[src/rtl/alu_bist_ctrl_if.sv]
`default_nettype none
// ============================================================================
// Module   : alu_bist_ctrl_if
// Brief    : Operand/result bus between the ALU self-test controller and the
//            reference/structural ALU pair.
// Revision : 1.0 - initial release
// ============================================================================
interface alu_bist_ctrl_if #(
    parameter int WIDTH = 16
);
    logic [WIDTH-1:0] a_out;
    logic [WIDTH-1:0] b_out;
    logic             c_out;
    logic [2:0]       func_out;
    logic [WIDTH-1:0] w_ref;
    logic             zer_ref;
    logic             neg_ref;
    logic [WIDTH-1:0] w_dut;
    logic             zer_dut;
    logic             neg_dut;

    // Controller side: drives operands, observes both ALU results
    modport master (
        output a_out, b_out, c_out, func_out,
        input  w_ref, zer_ref, neg_ref, w_dut, zer_dut, neg_dut
    );

    // ALU-pair side: consumes operands, returns both results
    modport slave (
        input  a_out, b_out, c_out, func_out,
        output w_ref, zer_ref, neg_ref, w_dut, zer_dut, neg_dut
    );
endinterface
`default_nettype wire

[src/rtl/alu_bist_ctrl.sv]
`default_nettype none
// ============================================================================
// Module   : alu_bist_ctrl
// Brief    : On-chip self-test engine for a reference/structural ALU pair.
//            Sweeps func 0..7 with VECS_PER_OP LFSR vectors each, compares
//            {w, zero, neg} of both ALUs, counts mismatches (saturating) and
//            records the first failing func/vector.
// Revision : 1.0 - initial release
// ============================================================================
module alu_bist_ctrl #(
    parameter int                 WIDTH       = 16,
    parameter int                 VECS_PER_OP = 10,
    parameter logic [2*WIDTH:0]   SEED        = 33'h1_2345_6789
) (
    input  wire logic        clk,
    input  wire logic        rst_n,
    input  wire logic        start,
    alu_bist_ctrl_if.master  alu,
    output logic             busy,
    output logic             done,
    output logic             pass,
    output logic [7:0]       err_count,
    output logic [2:0]       first_err_func,
    output logic [9:0]       first_err_vec
);

    localparam int         c_LFSR_W     = 2 * WIDTH + 1;
    // Feedback taps: top bit and bit 19 of the 33-bit register
    localparam int         c_TAP_HI     = c_LFSR_W - 1;
    localparam int         c_TAP_LO     = 19;
    localparam logic [6:0] c_LAST_IN_OP = 7'(VECS_PER_OP - 1);

    typedef enum logic [1:0] {
        ST_IDLE   = 2'd0,
        ST_APPLY  = 2'd1,
        ST_SAMPLE = 2'd2,
        ST_DONE   = 2'd3
    } state_t;

    state_t              state_q;
    logic [c_LFSR_W-1:0] lfsr_q;
    logic [c_LFSR_W-1:0] lfsr_d;
    logic [WIDTH-1:0]    a_q;
    logic [WIDTH-1:0]    b_q;
    logic                c_q;
    logic [2:0]          func_q;
    logic [9:0]          vec_idx_q;
    logic [6:0]          op_vec_q;
    logic                busy_q;
    logic                done_q;
    logic                pass_q;
    logic [7:0]          err_q;
    logic [7:0]          err_d;
    logic [2:0]          ferr_func_q;
    logic [9:0]          ferr_vec_q;
    logic                mismatch;
    logic                last_vec;

    // Next LFSR step, result comparison and saturating error increment
    always_comb begin
        lfsr_d   = {lfsr_q[c_LFSR_W-2:0], lfsr_q[c_TAP_HI] ^ lfsr_q[c_TAP_LO]};
        mismatch = (alu.w_ref != alu.w_dut) ||
                   (alu.zer_ref != alu.zer_dut) ||
                   (alu.neg_ref != alu.neg_dut);
        err_d    = (err_q == 8'hFF) ? err_q : err_q + 8'd1;
        last_vec = (func_q == 3'd7) && (op_vec_q == c_LAST_IN_OP);
    end

    // Sequencer FSM with all outputs registered
    always_ff @(posedge clk or negedge rst_n) begin
        if (!rst_n) begin
            state_q     <= ST_IDLE;
            lfsr_q      <= SEED;
            a_q         <= '0;
            b_q         <= '0;
            c_q         <= 1'b0;
            func_q      <= 3'd0;
            vec_idx_q   <= 10'd0;
            op_vec_q    <= 7'd0;
            busy_q      <= 1'b0;
            done_q      <= 1'b0;
            pass_q      <= 1'b0;
            err_q       <= 8'd0;
            ferr_func_q <= 3'd0;
            ferr_vec_q  <= 10'd0;
        end else begin
            done_q <= 1'b0;
            case (state_q)
                ST_IDLE: begin
                    if (start) begin
                        // The all-zero vector is index 0 of func 0
                        state_q     <= ST_APPLY;
                        busy_q      <= 1'b1;
                        pass_q      <= 1'b0;
                        err_q       <= 8'd0;
                        ferr_func_q <= 3'd0;
                        ferr_vec_q  <= 10'd0;
                        lfsr_q      <= SEED;
                        a_q         <= '0;
                        b_q         <= '0;
                        c_q         <= 1'b0;
                        func_q      <= 3'd0;
                        vec_idx_q   <= 10'd0;
                        op_vec_q    <= 7'd0;
                    end
                end
                ST_APPLY: begin
                    // Operands already stable; give the ALUs a full cycle
                    state_q <= ST_SAMPLE;
                end
                ST_SAMPLE: begin
                    if (mismatch) begin
                        err_q <= err_d;
                        if (err_q == 8'd0) begin
                            ferr_func_q <= func_q;
                            ferr_vec_q  <= vec_idx_q;
                        end
                    end
                    if (last_vec) begin
                        // Final verdict includes a mismatch on this last vector
                        state_q <= ST_DONE;
                        busy_q  <= 1'b0;
                        done_q  <= 1'b1;
                        pass_q  <= !mismatch && (err_q == 8'd0);
                    end else begin
                        state_q   <= ST_APPLY;
                        lfsr_q    <= lfsr_d;
                        a_q       <= lfsr_d[c_LFSR_W-1 -: WIDTH];
                        b_q       <= lfsr_d[WIDTH -: WIDTH];
                        c_q       <= lfsr_d[0];
                        vec_idx_q <= vec_idx_q + 10'd1;
                        if (op_vec_q == c_LAST_IN_OP) begin
                            op_vec_q <= 7'd0;
                            func_q   <= func_q + 3'd1;
                        end else begin
                            op_vec_q <= op_vec_q + 7'd1;
                        end
                    end
                end
                ST_DONE: begin
                    state_q <= ST_IDLE;
                end
                default: begin
                    state_q <= ST_IDLE;
                end
            endcase
        end
    end

    assign alu.a_out      = a_q;
    assign alu.b_out      = b_q;
    assign alu.c_out      = c_q;
    assign alu.func_out   = func_q;
    assign busy           = busy_q;
    assign done           = done_q;
    assign pass           = pass_q;
    assign err_count      = err_q;
    assign first_err_func = ferr_func_q;
    assign first_err_vec  = ferr_vec_q;

endmodule
`default_nettype wire
[src/flat_wrapper.sv]
// flat-port wrapper written by rule: the top's interface ports become plain ports
module alu_bist_ctrl_flat 
#(
    parameter int                 WIDTH       = 16,
    parameter int                 VECS_PER_OP = 10,
    parameter logic [2*WIDTH:0]   SEED        = 33'h1_2345_6789
)
  (clk, rst_n, start, busy, done, pass, err_count, first_err_func, first_err_vec, alu_a_out, alu_b_out, alu_c_out, alu_func_out, alu_w_ref, alu_zer_ref, alu_neg_ref, alu_w_dut, alu_zer_dut, alu_neg_dut);
  alu_bist_ctrl_if #(.WIDTH(WIDTH)) alu_i ();
  input  wire logic clk;
  input  wire logic rst_n;
  input  wire logic start;
  output logic busy;
  output logic done;
  output logic pass;
  output logic [7:0] err_count;
  output logic [2:0] first_err_func;
  output logic [9:0] first_err_vec;
  output wire logic [$bits(alu_i.a_out)-1:0] alu_a_out;
  output wire logic [$bits(alu_i.b_out)-1:0] alu_b_out;
  output wire logic [$bits(alu_i.c_out)-1:0] alu_c_out;
  output wire logic [$bits(alu_i.func_out)-1:0] alu_func_out;
  input wire logic [$bits(alu_i.w_ref)-1:0] alu_w_ref;
  input wire logic [$bits(alu_i.zer_ref)-1:0] alu_zer_ref;
  input wire logic [$bits(alu_i.neg_ref)-1:0] alu_neg_ref;
  input wire logic [$bits(alu_i.w_dut)-1:0] alu_w_dut;
  input wire logic [$bits(alu_i.zer_dut)-1:0] alu_zer_dut;
  input wire logic [$bits(alu_i.neg_dut)-1:0] alu_neg_dut;
  assign alu_a_out = alu_i.a_out;
  assign alu_b_out = alu_i.b_out;
  assign alu_c_out = alu_i.c_out;
  assign alu_func_out = alu_i.func_out;
  assign alu_i.w_ref = alu_w_ref;
  assign alu_i.zer_ref = alu_zer_ref;
  assign alu_i.neg_ref = alu_neg_ref;
  assign alu_i.w_dut = alu_w_dut;
  assign alu_i.zer_dut = alu_zer_dut;
  assign alu_i.neg_dut = alu_neg_dut;
  alu_bist_ctrl #(.WIDTH(WIDTH), .VECS_PER_OP(VECS_PER_OP), .SEED(SEED)) u_core (.clk(clk), .rst_n(rst_n), .start(start), .alu(alu_i), .busy(busy), .done(done), .pass(pass), .err_count(err_count), .first_err_func(first_err_func), .first_err_vec(first_err_vec));
endmodule
[config.mk]
export PLATFORM = sky130hd
export DESIGN_NAME = alu_bist_ctrl_flat
export DESIGN_NICKNAME = d
export VERILOG_FILES = /design/src/rtl/alu_bist_ctrl_if.sv /design/src/rtl/alu_bist_ctrl.sv /design/src/flat_wrapper.sv
export SDC_FILE = /design/constraint.sdc
export NUM_CORES = 1
export LEC_CHECK = 0
export ABC_AREA = 0
export CAP_MARGIN = 20
export CORE_UTILIZATION = 45
export CTS_CLUSTER_DIAMETER = 80
export DETAILED_ROUTE_END_ITERATION = 16
export GPL_TIMING_DRIVEN = 1
export MAX_ROUTING_LAYER = met4
export PLACE_DENSITY = 0.84
export SLEW_MARGIN = 20
export SYNTH_ARGS = -nofsm -noshare
export SYNTH_HDL_FRONTEND = slang
export SYNTH_SLANG_ARGS = --single-unit
[constraint.sdc]
create_clock -name clk -period 1.7 [get_ports clk]
set_input_delay 0.17 -clock clk [delete_from_list [all_inputs] [get_ports clk]]
set_output_delay 0.17 -clock clk [all_outputs]
set_load 0.05 [all_outputs]
==> metrics.txt, run 1 <==
initial antenna violation count 0; Die Y 99.8 µm; Area Growth Syn to Fin 40.3%; worst slew pin tran 517 ps; synth unique cells 43; Die X 99.8 µm; max cap viols 0; WL met2 5630 µm; Final Hold Vio Count 0; sequence of cells on the critical path inv_2 > ha_1 > nand4bb_1 > buf_4 > nor2_4 > buf_6 > a21oi_4 > buf_4 > buf_12 > a311oi_1; Ports 99; fraction of layout cells with a size suffix above 1 0.338; filler instances 698; clock latency at the later pin of the worst-skew pair 370 ps; outcome finished, violations left; Worst-path clk slew 100 ps; routed len/inst 17.1 µm; Seq cells post-synth 94; CTS tree built; VDD IR-drop max 1.54 mV; fin worst setup slack -153 ps; total power 0.0110 W; CP most frequent cell buf_4; clock sinks 94; Setup Viol. Count Final 57; GRT Total Usage 0.222; crit share post-route 1.09; largest net degree at the start of global routing 35; Starting Density 0.466; worst path required time 1980 ps; Crit Path Max Fanout 18; Setup WS pre-CTS -424 ps; Main synth FF type dfrtp_1; slowest stage cell, crit path dfrtp_1; count of final max-slew check failures 0; worst path bufs/invs 5; Core ar. 0.00924 mm²; met1 WL 4670 µm; WL final 11,200 µm; diode count 0; min Tclk post-route 1850 ps; Worst setup EP type register; clk_skew 7.20 ps; Lkg Pwr 2.86 nW; r2r setup slk -150 ps; syn_area_per_cell 11.1 µm²; ys async rst share 1.00; # port buffers 98; H-Tree Depth 3; DRC Markers 0; worst hold-check path type input pin to asynchronous set/reset pin; Num CTS Buffers 9; Setup Crit Path Kind register to register; CP arrival 2130 ps; Reg2Reg Capture Point u_core.vec_idx_q[5]; HPWL Detailed 7320 µm; Vias/cell 5.38; First-pass DRT Iterations 4; Top Metal Used met4; most common cell after layout, fill and taps aside buf_4; Overflow after GRT 0; RD Place Congestion 0.796; Rows 35; P per Cell Area 1820 mW/mm²; Mapped Cells 388; failing checks negative setup slack; antenna viol nets, final 0; Post-synth EDFFs 0; most frequent cells in the layout buf_4 (84), dfrtp_1 (70), nand2_1 (38); Worst R2R Start u_core.op_vec_q[1]; vias in the first global route 3,490; sequential area share after synthesis 0.551; syn nets 434; clock root cell clkbuf_8; Startpoint Class register; Max-slew headroom 0.657; CP top delay family buffers and inverters; clock buffer depth 2; Post-Syn Area 0.00430 mm²; DR WL met3 800 µm; Vias 3,532; Worst R2R Path Depth 10; first-pass GRT wire length 16,700 µm; Achievable Freq 0.540 GHz; RSZ-0062 raised after global routing true; Critical Path Max Stage Delay 410 ps; Die ar. 0.00996 mm²; Nets 568; first-iteration detailed-routing DRC count 195; yosys warns 0
[cell usage after synthesis (2+ instances only)]
cell type  number  area (µm²)
a21oi_1         6        30.0
a22o_1         33         289
a31oi_1         7        43.8
and2_1          3        18.8
and3_1          9        56.3
and4_1          3        26.3
buf_2           7        35.0
buf_4          18         135
buf_6           7        78.8
clkbuf_1        5        18.8
dfrtp_1        79        1980
dfstp_2        15         394
ha_1            7        87.6
inv_1          11        41.3
mux2i_1         2        20.0
nand2_1        45         169
nand3_1        12        60.1
nand3_2         2        20.0
nand4_1         5        31.3
nor2_1         21        78.8
nor3_1          4        20.0
o211ai_1        2        15.0
o21a_1          3        22.5
o21ai_0        23         115
o22a_1         13         114
xnor2_1        14         123
xor2_1         16         140
[registers in the layout, summed over array words and instances, names as in the netlist]
signal and count:
u_core.err_count 8, u_core.state_q 2, u_core.first_err_vec 10, u_core.alu.func_out 3, u_core.first_err_func 3, u_core.alu.a_out 16, u_core.busy 1, u_core.vec_idx_q 10
u_core.op_vec_q 7, u_core.lfsr_q 15, u_core.alu.b_out 16, u_core.pass 1, u_core.alu.c_out 1, u_core.done 1
[cell type report]
cell class / instances / area, µm² / share of cell area
flip-flops and latches: 94 / 2380 / 0.395
multi-input cells: 246 / 1800 / 0.299
repair buffers: 160 / 1460 / 0.242
well taps: 129 / 161 / 0.0267
clock buffers: 9 / 124 / 0.0205
clock inverters: 7 / 62.6 / 0.0104
inverters: 11 / 41.3 / 0.00684
[where the power goes]
part / internal (W) / leakage (nW) / switching (W)
sequential: 0.00304 / 1.20 / 0.000557
combinational: 0.00242 / 1.56 / 0.00353
clock: 0.000568 / 0.0984 / 0.000852
[timing repair]
item,CTS,global route
hold endpoints to repair,25,0
setup buffers,3,9
pin swaps,11,22
resized for setup,34,43
hold buffers,1,0
endpoints found under the setup margin,66,56
gates cloned,1,4
[logic make-up after synthesis]
group,after synthesis,share of synthesized area
simple gates,112,0.131
compound gates,94,0.159
flops,94,0.551
buf+inv,49,0.0727
xor+xnor,30,0.0610
fa+ha+maj,7,0.0203
mux,2,0.00465
[how the worst max path moves through the flow]
stage / from / endpoint / slack [ps] / depth (start not counted)
after global routing: u_core.alu.func_out[0] / u_core.vec_idx_q[6] / -220 / 8
after detailed placement: alu_zer_dut / u_core.err_count[0] / -420 / 8
after CTS: u_core.alu.func_out[1] / u_core.vec_idx_q[6] / -100 / 8
final: u_core.op_vec_q[1] / u_core.vec_idx_q[5] / -150 / 10
after floorplan: u_core.alu.func_out[0] / u_core.vec_idx_q[7] / -160 / 9
after global placement: alu_w_ref[9] / u_core.err_count[0] / -330 / 8
[per-stage QoR]
| step | util | hold slack [ps] | instance area [µm²] | std cells | setup TNS (ps) |
|---|---|---|---|---|---|
| global route | 0.653 | 306 | 6040 | 656 | -8100 |
| finish | 0.653 | 282 | 6040 | 656 | -3950 |
| floorplan | - | -126 | 4340 | 388 | -1380 |
| CTS | 0.625 | 273 | 5770 | 643 | -598 |
| global placement | 0.598 | 135 | 5520 | 622 | -6730 |
| detailed placement | 0.598 | 144 | 5520 | 622 | -9380 |
[layer usage]
| layer | global-route usage | up-vias |
|---|---|---|
| li1 | - | 1622 |
| met1 | 0.268 | 1759 |
| met2 | 0.366 | 137 |
| met3 | 0.0432 | 14 |
| met4 | 0.0905 | 0 |
| met5 | - | - |
Power figures use the tool's default switching activity.
==> run 2, diff against run 1 <==
- CORE_UTILIZATION: 45 -> 40
- PLACE_DENSITY: 0.84 -> 0.77
==> metrics.txt, run 2 (same netlist as run 1, synthesis figures left out) <==
Flop pwr share 0.311 (-0.017); max cap viols 0 (unchanged); Crit Path Max Fanout 6 (-12); Vias/cell 5.22 (-3.1%); P per Cell Area 1860 mW/mm² (+2.6%); Worst-path clk slew 100 ps (about the same); # port buffers 98 (unchanged); antenna viol nets, final 0 (unchanged); Vias 3,468 (-1.8%); failing checks negative setup slack; Multi-input gate area 0.00184 mm² (+2.0%); Area Growth Syn to Fin 44.2%; routed len/inst 17.0 µm (-0.28%); outcome finished, violations left; Gate power share 0.528 (-0.015); Max-slew headroom 0.652 (-0.00499); most common cell after layout, fill and taps aside buf_4; min Tclk post-route 1830 ps (-18.4 ps); Nets 570 (+0.35%); Lkg Pwr 2.95 nW (+3.3%); Worst setup EP type register; most frequent cells in the layout buf_4 (85), dfrtp_1 (71), clkdlybuf4s50_1 (37); clock sinks 94 (unchanged); largest net degree at the start of global routing 38 (+8.6%); CTS tree built; Achievable Freq 0.545 GHz (+1.0%); count of final max-slew check failures 0 (unchanged); Die X 106 µm (+5.9%); worst hold-check path type input pin to asynchronous set/reset pin; RSZ-0062 raised after global routing true; Net Sw Frac 0.433 (-0.0178); clock network fraction of total power 0.161 (+0.032); CP arrival 2090 ps (-40 ps); total negative slack -2560 ps (+1380 ps); first-iteration detailed-routing DRC count 130 (-33%); VDD IR-drop max 1.41 mV (-8.5%); DRC Markers 0 (unchanged); Finished Cell Area 0.00621 mm² (+2.8%); Critical Path Max Stage Delay 500 ps (+90 ps); Num CTS Buffers 9 (unchanged); clock latency at the later pin of the worst-skew pair 370 ps (about the same); Die ar. 0.0112 mm² (+12%); filler instances 835 (+20%); P_int 0.00656 W (+8.9%); fin worst setup slack -135 ps (+18.4 ps); crit share post-route 1.08 (-0.0108); Die Y 106 µm (+5.9%); First-pass DRT Iterations 4 (unchanged); Ports 99 (unchanged); first-pass GRT wire length 16,900 µm (+1.3%); worst slew pin tran 521 ps (+4.59 ps); CP most frequent cell ha_4; fraction of layout cells with a size suffix above 1 0.355 (+0.0176); sequence of cells on the critical path ha_4 > ha_4 > inv_2 > o41a_1 > buf_4 > nand2_1 > xor2_1 > nor2_1; worst path required time 1950 ps (-30 ps); Core ar. 0.0104 mm² (+12%); initial antenna violation count 0 (unchanged); H-Tree Depth 3 (unchanged); Starting Density 0.415 (-0.0508); clock buffer depth 2 (unchanged); clock root cell clkbuf_8; diode count 0 (unchanged); Setup Crit Path Kind register to register; slowest stage cell, crit path o41a_1; switching power 0.00501 W (+1.3%); HPWL Detailed 7320 µm (about the same); Setup Viol. Count Final 38 (-33%); GRT Total Usage 0.198 (-0.0236); vias in the first global route 3,467 (-0.66%); WL final 11,300 µm (+1.1%); Rows 37 (+5.7%); Overflow after GRT 0 (unchanged); Worst R2R Path Depth 8 (-2); Seq. cell area 0.00238 mm² (about the same); Final Hold Vio Count 0 (unchanged); Startpoint Class register; post-layout util 0.599 (-0.0548); RD Place Congestion 0.823 (+3.4%); cell area after placement 0.00554 mm² (+0.39%); clk_skew 12.4 ps (+5.18 ps)
## run 2: metal layers
metal	wire length (µm)	global-route usage	vias up
met4	121	0.0585	0
met5	0	-	-
met3	798	0.0538	10
li1	-	-	1637
met1	4700	0.237	1707
met2	5710	0.328	114
## run 2: metrics by stage
step	std cells	power (W)	hold slack, ps	setup slack, ps
after floorplan	388	0.00717	-126	-164
after global placement	632	0.00864	165	-366
after detailed placement	632	0.00877	169	-440
after CTS	655	0.0107	317	-80.5
after global routing	665	0.0122	327	-198
final	665	0.0116	294	-135
## run 2: final timing paths
check                                 endpoint  slack [ps]                   start
max                        u_core.vec_idx_q[2]        -130  u_core.alu.func_out[1]
min                        u_core.alu.b_out[3]         290                   rst_n
max reg2reg                u_core.vec_idx_q[2]        -130  u_core.alu.func_out[1]
min reg2reg                        u_core.busy         500             u_core.busy
max in group asynchronous    u_core.lfsr_q[22]         750                   rst_n
min in group clk                   u_core.busy         500             u_core.busy
## run 2: power groups by stage
stage | logic (W) | registers (W) | clock network [W]
after floorplan | 0.00283 | 0.00435 | 0
after global placement | 0.00508 | 0.00356 | 0
after detailed placement | 0.00519 | 0.00359 | 0
after CTS | 0.00532 | 0.00356 | 0.00186
after global routing | 0.00649 | 0.00368 | 0.00198
final | 0.00611 | 0.00360 | 0.00186
## run 2: worst max-delay path, delay by kind of cell, from the launching register on
family / cells / cell delay (ps)
DFF: 1 / 400
and+or+nand+nor: 2 / 140
xor gates and xnor gates: 1 / 180
AOI/OAI and AO/OA: 1 / 500
adders and majority gates: 2 / 280
buffers and inverters: 2 / 230
## run 2: area by class of cell
class | count | area share
multi-input cells | 246 | 0.297
clock inverters | 6 | 0.0187
inverters | 11 | 0.00665
repair buffers | 162 | 0.245
well taps | 136 | 0.0274
clock buffers | 10 | 0.0222
flip-flops and latches | 94 | 0.384
## run 2: timing repair
action                                 4_1_cts  5_1_grt
cloned                                       1        6
hold buffers                                 1        0
pin swaps                                    6       17
gates resized for setup                     35       59
endpoints found under the hold margin       26        0
setup endpoints to repair                  105       73
buffers inserted                             5        5
==> RTL change 1: new RTL, settings of run 2 <==
`WIDTH` is set to 16 in 3 places; all go to 18.
--- a/src/rtl/alu_bist_ctrl_if.sv
+++ b/src/rtl/alu_bist_ctrl_if.sv
@@ -6,7 +6,7 @@
 // Revision : 1.0 - initial release
 // ============================================================================
 interface alu_bist_ctrl_if #(
-    parameter int WIDTH = 16
+    parameter int WIDTH = 18
 );
     logic [WIDTH-1:0] a_out;
     logic [WIDTH-1:0] b_out;
--- a/src/rtl/alu_bist_ctrl.sv
+++ b/src/rtl/alu_bist_ctrl.sv
@@ -8,7 +8,7 @@
 // Revision : 1.0 - initial release
 // ============================================================================
 module alu_bist_ctrl #(
-    parameter int                 WIDTH       = 16,
+    parameter int                 WIDTH       = 18,
     parameter int                 VECS_PER_OP = 10,
     parameter logic [2*WIDTH:0]   SEED        = 33'h1_2345_6789
 ) (
--- a/src/flat_wrapper.sv
+++ b/src/flat_wrapper.sv
@@ -1,7 +1,7 @@
 // flat-port wrapper written by rule: the top's interface ports become plain ports
 module alu_bist_ctrl_flat 
 #(
-    parameter int                 WIDTH       = 16,
+    parameter int                 WIDTH       = 18,
     parameter int                 VECS_PER_OP = 10,
     parameter logic [2*WIDTH:0]   SEED        = 33'h1_2345_6789
 )
Interface: changed (resized alu_a_out, alu_b_out, alu_w_dut and alu_w_ref); port bits go from 99 to 107. The function was not compared with the original's and may differ.
==> RTL change 1 against run 2 <==
The run still ends with setup timing left; final area is 7.9% higher; worst setup slack worse by 21 ps; routed wire length is 2.8% higher; synthesized cell count is 7.5% higher; maximum frequency is 1.1% lower; synthesized area is 6.6% higher; utilization is 0.86 points higher; clock power is 15% higher; first-iteration DRC count is 48% higher; power is 7.7% lower; clock skew is 3.7 ps lower; final cell count is 5.4% higher; sequential cell count is 4 higher; critical endpoint is now u_core.alu.func_out[0]; largest cell class unchanged; largest power group unchanged.
==> RTL change 1: results (changes against run 2) <==
Status
  – Status: complete, but fails checks
  – Failing checks: setup timing

Synth
  – Post-synthesis compound-gate area fraction: 14.8% (-1.2 points)
  – Synth Area in XOR/XNOR: 5.53% (-0.57 points)
  – Most frequent cells after synthesis: dfrtp_1 (83), nand2_1 (57), a22o_1 (26)
  – Top post-synthesis cells by area: dfrtp_1 (45%), dfstp_2 (8.6%), a22o_1 (5.0%)
  – Mux share of post-synthesis cell area: 1.55% (+1.1 points)
  – Adder-Cell Fraction of Synth Area: 1.91% (-0.13 points)
  – Syn nets: 467 (+7.6%)
  – Register area share after synthesis: 53.8% (-1.2 points)
  – Netlist cell types: 47 (+9.3%)

GRT
  – Global-route wire length before repair: 18500 um (+9.4%)
  – Pin count of the biggest net entering global routing: 99 (+160%)
  – Total GRT Usage: 20.4% (+0.60 points)

Cells and area
  – Filler cells: 861 (+3.1%)
  – Share of layout cells above drive strength 1: 33.9% (-1.7 points)
  – Nets@finish: 606 (+6.3%)

Pwr
  – Lkg Pwr: 0.00351 uW (+19%)
  – Max IR drop VDD: 0.984 mV (-30%)

Detailed routing
  – Metal2 WL: 6010 um (+5.2%)
  – Vias: 3744 (+8.0%)
  – Routed WL: 11700 um (+2.8%)
  – Met3 wire len: 371 um (-54%)
  – Post-Route M1 WL: 5020 um (+6.7%)
  – Initial DRC count: 193 (+48%)

Clock network
  – Clk slew on worst S/H paths: 80 ps (-20 ps)
  – Latest clock arrival within the worst-skew pair: 340 ps (-30 ps)
  – Clock root buffer: clkbuf_16

Timing
  – Final Setup Violations: 52 (+37%)
  – Measured slew at the worst slew-check pin: 528 ps (+7.33 ps)
  – Slew Limit Fails: 0 (unchanged)
  – Final TNS setup: -2790 ps (-225 ps)
  – Worst Skew: 8.72 ps (-3.66 ps)
  – Final setup margin: -156 ps (-20.9 ps)

Worst setup path
  – CP max FO: 5 (-1)
  – WP data arrival: 2080 ps
  – Reg2reg path depth: 7 (-1)
  – Capture point of the worst reg-to-reg path: u_core.alu.func_out[0]

Place
  – Post-detail-place hpwl: 7410 um (+1.2%)
  – Global placer's final weighted congestion: 0.850 (+3.3%)
  – Placed cell area: 5850 um2 (+5.5%)
  – IO Port Bufs: 106 (+8.2%)
[RTL change 1: cell count changes after synthesis, sizes merged, moves of 5 or more]
| cell | delta |
|---|---|
| nand3 | +5 |
| nand2 | +13 |
| o21ai | -9 |
| a21bo | +9 |
| clkbuf | +6 |
| a22o | -7 |
| nand4 | +17 |
| nor2 | -6 |
[RTL change 1: kinds of logic (layout without fill, tap and decap cells)]
logic type,after synthesis,in the layout
xor gates and xnor gates,29,29
buffers and inverters,54,196
muxes,7,7
and+or+nand+nor,140,142
adders and majority gates,7,7
DFF,98,98
AOI/OAI and AO/OA,82,82
[RTL change 1: what timing repair did]
action | 4_1_cts | 5_1_grt
gates cloned | 4 | 0
pin swaps | 27 | 35
hold endpoints to repair | 83 | 0
endpoints found under the setup margin | 96 | 111
gates resized for setup | 47 | 58
setup buffers | 13 | 8
hold buffers | 1 | 0
[RTL change 1: report_power, final]
part | switching [uW] | internal (uW) | total, uW | leakage, uW
clock | 924 | 1210 | 2140 | 0.000158
combinational | 2960 | 1900 | 4860 | 0.00210
sequential | 555 | 3120 | 3670 | 0.00125
total | 4440 | 6230 | 10700 | 0.00351
[RTL change 1: cell type report]
type	count	area [um2]	area share [%]
Clock buffer	10	239	3.57
Clock inverter	6	83.8	1.25
Inverter	11	46.3	0.691
Multi-Input combinational cell	267	2050	30.6
Sequential cell	98	2480	37.0
Tap cell	140	175	2.62
Timing Repair Buffer	169	1630	24.3
[RTL change 1: routing by layer]
metal,vias up,GRT usage [%]
li1,1744,-
met1,1893,26.4
met2,85,33.6
met3,22,2.21
met4,0,6.47
met5,-,-
[RTL change 1: metrics by stage]
| stage | std cells | total power (uW) | setup slack (ps) | util (%) | hold WS, ps |
|---|---|---|---|---|---|
| floorplan | 417 | 6830 | -111 | - | -126 |
| global placement | 660 | 7990 | -335 | 53.0 | 260 |
| detailed placement | 660 | 8110 | -445 | 53.0 | 271 |
| CTS | 694 | 10600 | -70.8 | 58.6 | 451 |
| global route | 701 | 11200 | -212 | 60.7 | 459 |
| finish | 701 | 10700 | -156 | 60.7 | 424 |
[RTL change 1: worst max-delay path by stage]
stage / cells past startpoint / endpoint / slack [ps]
after floorplan: 8 / u_core.first_err_vec[1] / -110
after global placement: 8 / u_core.err_count[4] / -340
after detailed placement: 8 / u_core.first_err_vec[9] / -450
final: 7 / u_core.alu.func_out[0] / -160
after global routing: 8 / u_core.first_err_vec[6] / -210
after CTS: 7 / u_core.alu.func_out[0] / -70
[RTL change 1: worst max-delay path, stage by stage (launching register included)]
cell     delay [ps]
dfrtp_2         390
ha_4            140
ha_4            170
inv_4            40
o41ai_4         350
nand2_2         170
and3_4          220
mux2_2          260
==> RTL change 2: new RTL, flow settings as in run 2 <==
Made on the original files. Register the input `start` before use. The logic sees it one clock later. The other inputs are not delayed to match.
--- a/src/rtl/alu_bist_ctrl.sv
+++ b/src/rtl/alu_bist_ctrl.sv
@@ -36,6 +36,12 @@
         ST_SAMPLE = 2'd2,
         ST_DONE   = 2'd3
     } state_t;
+
+    logic start_q;
+
+    always_ff @(posedge clk) begin
+        start_q <= start;
+    end
 
     state_t              state_q;
     logic [c_LFSR_W-1:0] lfsr_q;
@@ -87,7 +93,7 @@
             done_q <= 1'b0;
             case (state_q)
                 ST_IDLE: begin
-                    if (start) begin
+                    if (start_q) begin
                         // The all-zero vector is index 0 of func 0
                         state_q     <= ST_APPLY;
                         busy_q      <= 1'b1;
Formal check against the unedited RTL: not equivalent (Yosys sat finds a counterexample within 4 cycles, from zero or initial values and one cycle with rst_n low).
==> RTL change 2 against run 2 <==
The run still ends with setup timing left; final area decreased by 0.97%; die area decreased by 2.6%; maximum frequency decreased by 5.1%; power decreased by 13%; routed wire length decreased by 9.5%; synthesized area decreased by 2.7%; sequential cell count increased by 1; worst setup slack got worse by 98 ps; largest power group unchanged.
==> RTL change 2: results (changes against run 2) <==
Status
  – Status: complete, but fails checks
  – Failing checks: setup timing

Worst hold path
  – Hold Path Class: primary input to register

Clock network
  – Clock root buffer: clkbuf_8
  – Clk slew on worst S/H paths: 100 ps (about the same)
  – CTS buffer count: 9 (unchanged)
  – H-tree Lvls: 3 (unchanged)
  – CTS Buffer Depth: 2 (unchanged)
  – Latest clock arrival within the worst-skew pair: 380 ps

GRT
  – Total GRT Usage: 19.2% (-0.59 points)
  – Global-route wire length before repair: 16200 um (-3.9%)
  – Initial antenna violation count: 0 (unchanged)
  – Grt ovf: 0 (unchanged)
  – Number of global-route vias before repair: 3367 (-2.9%)
  – Pin count of the biggest net entering global routing: 35 (-7.9%)

Detailed routing
  – Routed WL: 10300 um (-9.5%)
  – Avg Vias per Cell: 5.37 (+3.0%)
  – First-pass DRT Iterations: 4 (unchanged)
  – Initial DRC count: 180 (+38%)

Cells and area
  – Share of layout cells above drive strength 1: 33.7% (-1.9 points)
  – Synth-to-Final Area Change: 46.7%
  – Non-filler cells, final: 629 (-5.4%)
  – Filler cells: 762 (-8.7%)
  – Nets@finish: 538 (-5.6%)
  – Antenna diodes: 0 (unchanged)

Worst setup path
  – CP max FO: 4 (-2)
  – WP data arrival: 2230 ps (+140 ps)
  – Slowest-stage cell, CP: dfrtp_1
  – CP max stage delay: 400 ps (-100 ps)
  – Critical path's top delay family: simple AND/OR/NAND/NOR gates

Place
  – Placed cell area: 5480 um2 (-1.2%)
  – Post-detail-place hpwl: 6560 um (-10%)
  – Global placer's final weighted congestion: 0.794 (-3.6%)
  – IO Port Bufs: 98 (unchanged)
  – Inst Count DP: 599 (-5.2%)
  – Worst setup slack after placement: -603 ps (-163 ps)

Synth
  – Async SR Flop Fraction: 98.9% (-1.1 points)
  – Netlist cell types: 43 (unchanged)
  – Syn nets: 408 (-6.0%)
  – Post-Synthesis Cells: 362 (-6.7%)
  – Synth Area in XOR/XNOR: 6.48% (+0.38 points)
  – Top post-synthesis cells by area: dfrtp_1 (47%), a22o_1 (9.8%), dfstp_2 (9.4%)
  – Post-synthesis compound-gate area fraction: 17.5% (+1.5 points)
  – Adder-Cell Fraction of Synth Area: 2.09% (+0.056 points)
  – Mux share of post-synthesis cell area: 0.478% (+0.013 points)
  – Largest family of logic cells by synthesized area: compound AO/OA/AOI/OAI gates
  – Total of warnings raised by yosys: 0 (unchanged)
  – Most frequent cells after synthesis: dfrtp_1 (79), a22o_1 (47), xor2_1 (24)
  – Register area share after synthesis: 57.1% (+2.0 points)

Timing
  – Worst Skew: 11.0 ps (-1.43 ps)
  – Final Setup Violations: 64 (+68%)
  – Final TNS setup: -5120 ps (-2560 ps)
  – Final setup margin: -232 ps (-97.6 ps)
  – Measured slew at the worst slew-check pin: 579 ps (+58.2 ps)

Pwr
  – Lkg Pwr: 0.00284 uW (-3.8%)
  – Max IR drop VDD: 0.848 mV (-40%)
-- RTL change 2: path summary, 6_finish.rpt --
kind                       slack, ps                 from  cells past startpoint             endpoint
max                             -230   u_core.op_vec_q[0]                      7   u_core.op_vec_q[5]
min                              240                start                      1       u_core.start_q
max reg2reg                     -230   u_core.op_vec_q[0]                      7   u_core.op_vec_q[5]
min reg2reg                      500  u_core.alu.a_out[7]                      1  u_core.alu.a_out[7]
max in group asynchronous        850                rst_n                      3     u_core.lfsr_q[9]
min in group asynchronous        280                rst_n                      2  u_core.alu.a_out[4]
-- RTL change 2: cell families (layout without fill, tap and decap cells) --
kind of cell,after synthesis,after routing
fa+ha+maj,7,7
buf+inv,47,181
compound gates,93,93
xor+xnor,31,31
flops,95,95
simple gates,87,87
mux,2,2
-- RTL change 2: per-layer routing --
metal	wire length, um	part of all wire [%]	vias to the layer above	GRT usage (%)
met5	0	0	-	-
met4	204	2.0	0	8.47
met3	468	4.6	18	3.63
met2	5170	50	127	30.7
met1	4410	43	1680	23.8
li1	-	-	1555	-
-- RTL change 2: report_power, final --
| part | switching (uW) | internal (uW) |
|---|---|---|
| clock network | 812 | 833 |
| logic | 2870 | 1940 |
| registers | 530 | 3030 |
| total | 4210 | 5800 |
-- RTL change 2: timing repair --
action,CTS,global route
cloned,2,5
hold endpoints to repair,21,0
hold buffers,1,0
resized for setup,50,35
pin swaps,15,16
buffers inserted,4,4
endpoints found under the setup margin,110,87
-- RTL change 2: cell type report --
| type | count | area share [%] |
|---|---|---|
| sequential | 95 | 38.9 |
| tap | 133 | 2.71 |
| inverter | 11 | 0.733 |
| clock inverter | 6 | 1.55 |
| clock buffer | 9 | 2.02 |
| timing repair buffer | 155 | 24.7 |
| multi-input combinational | 220 | 29.4 |
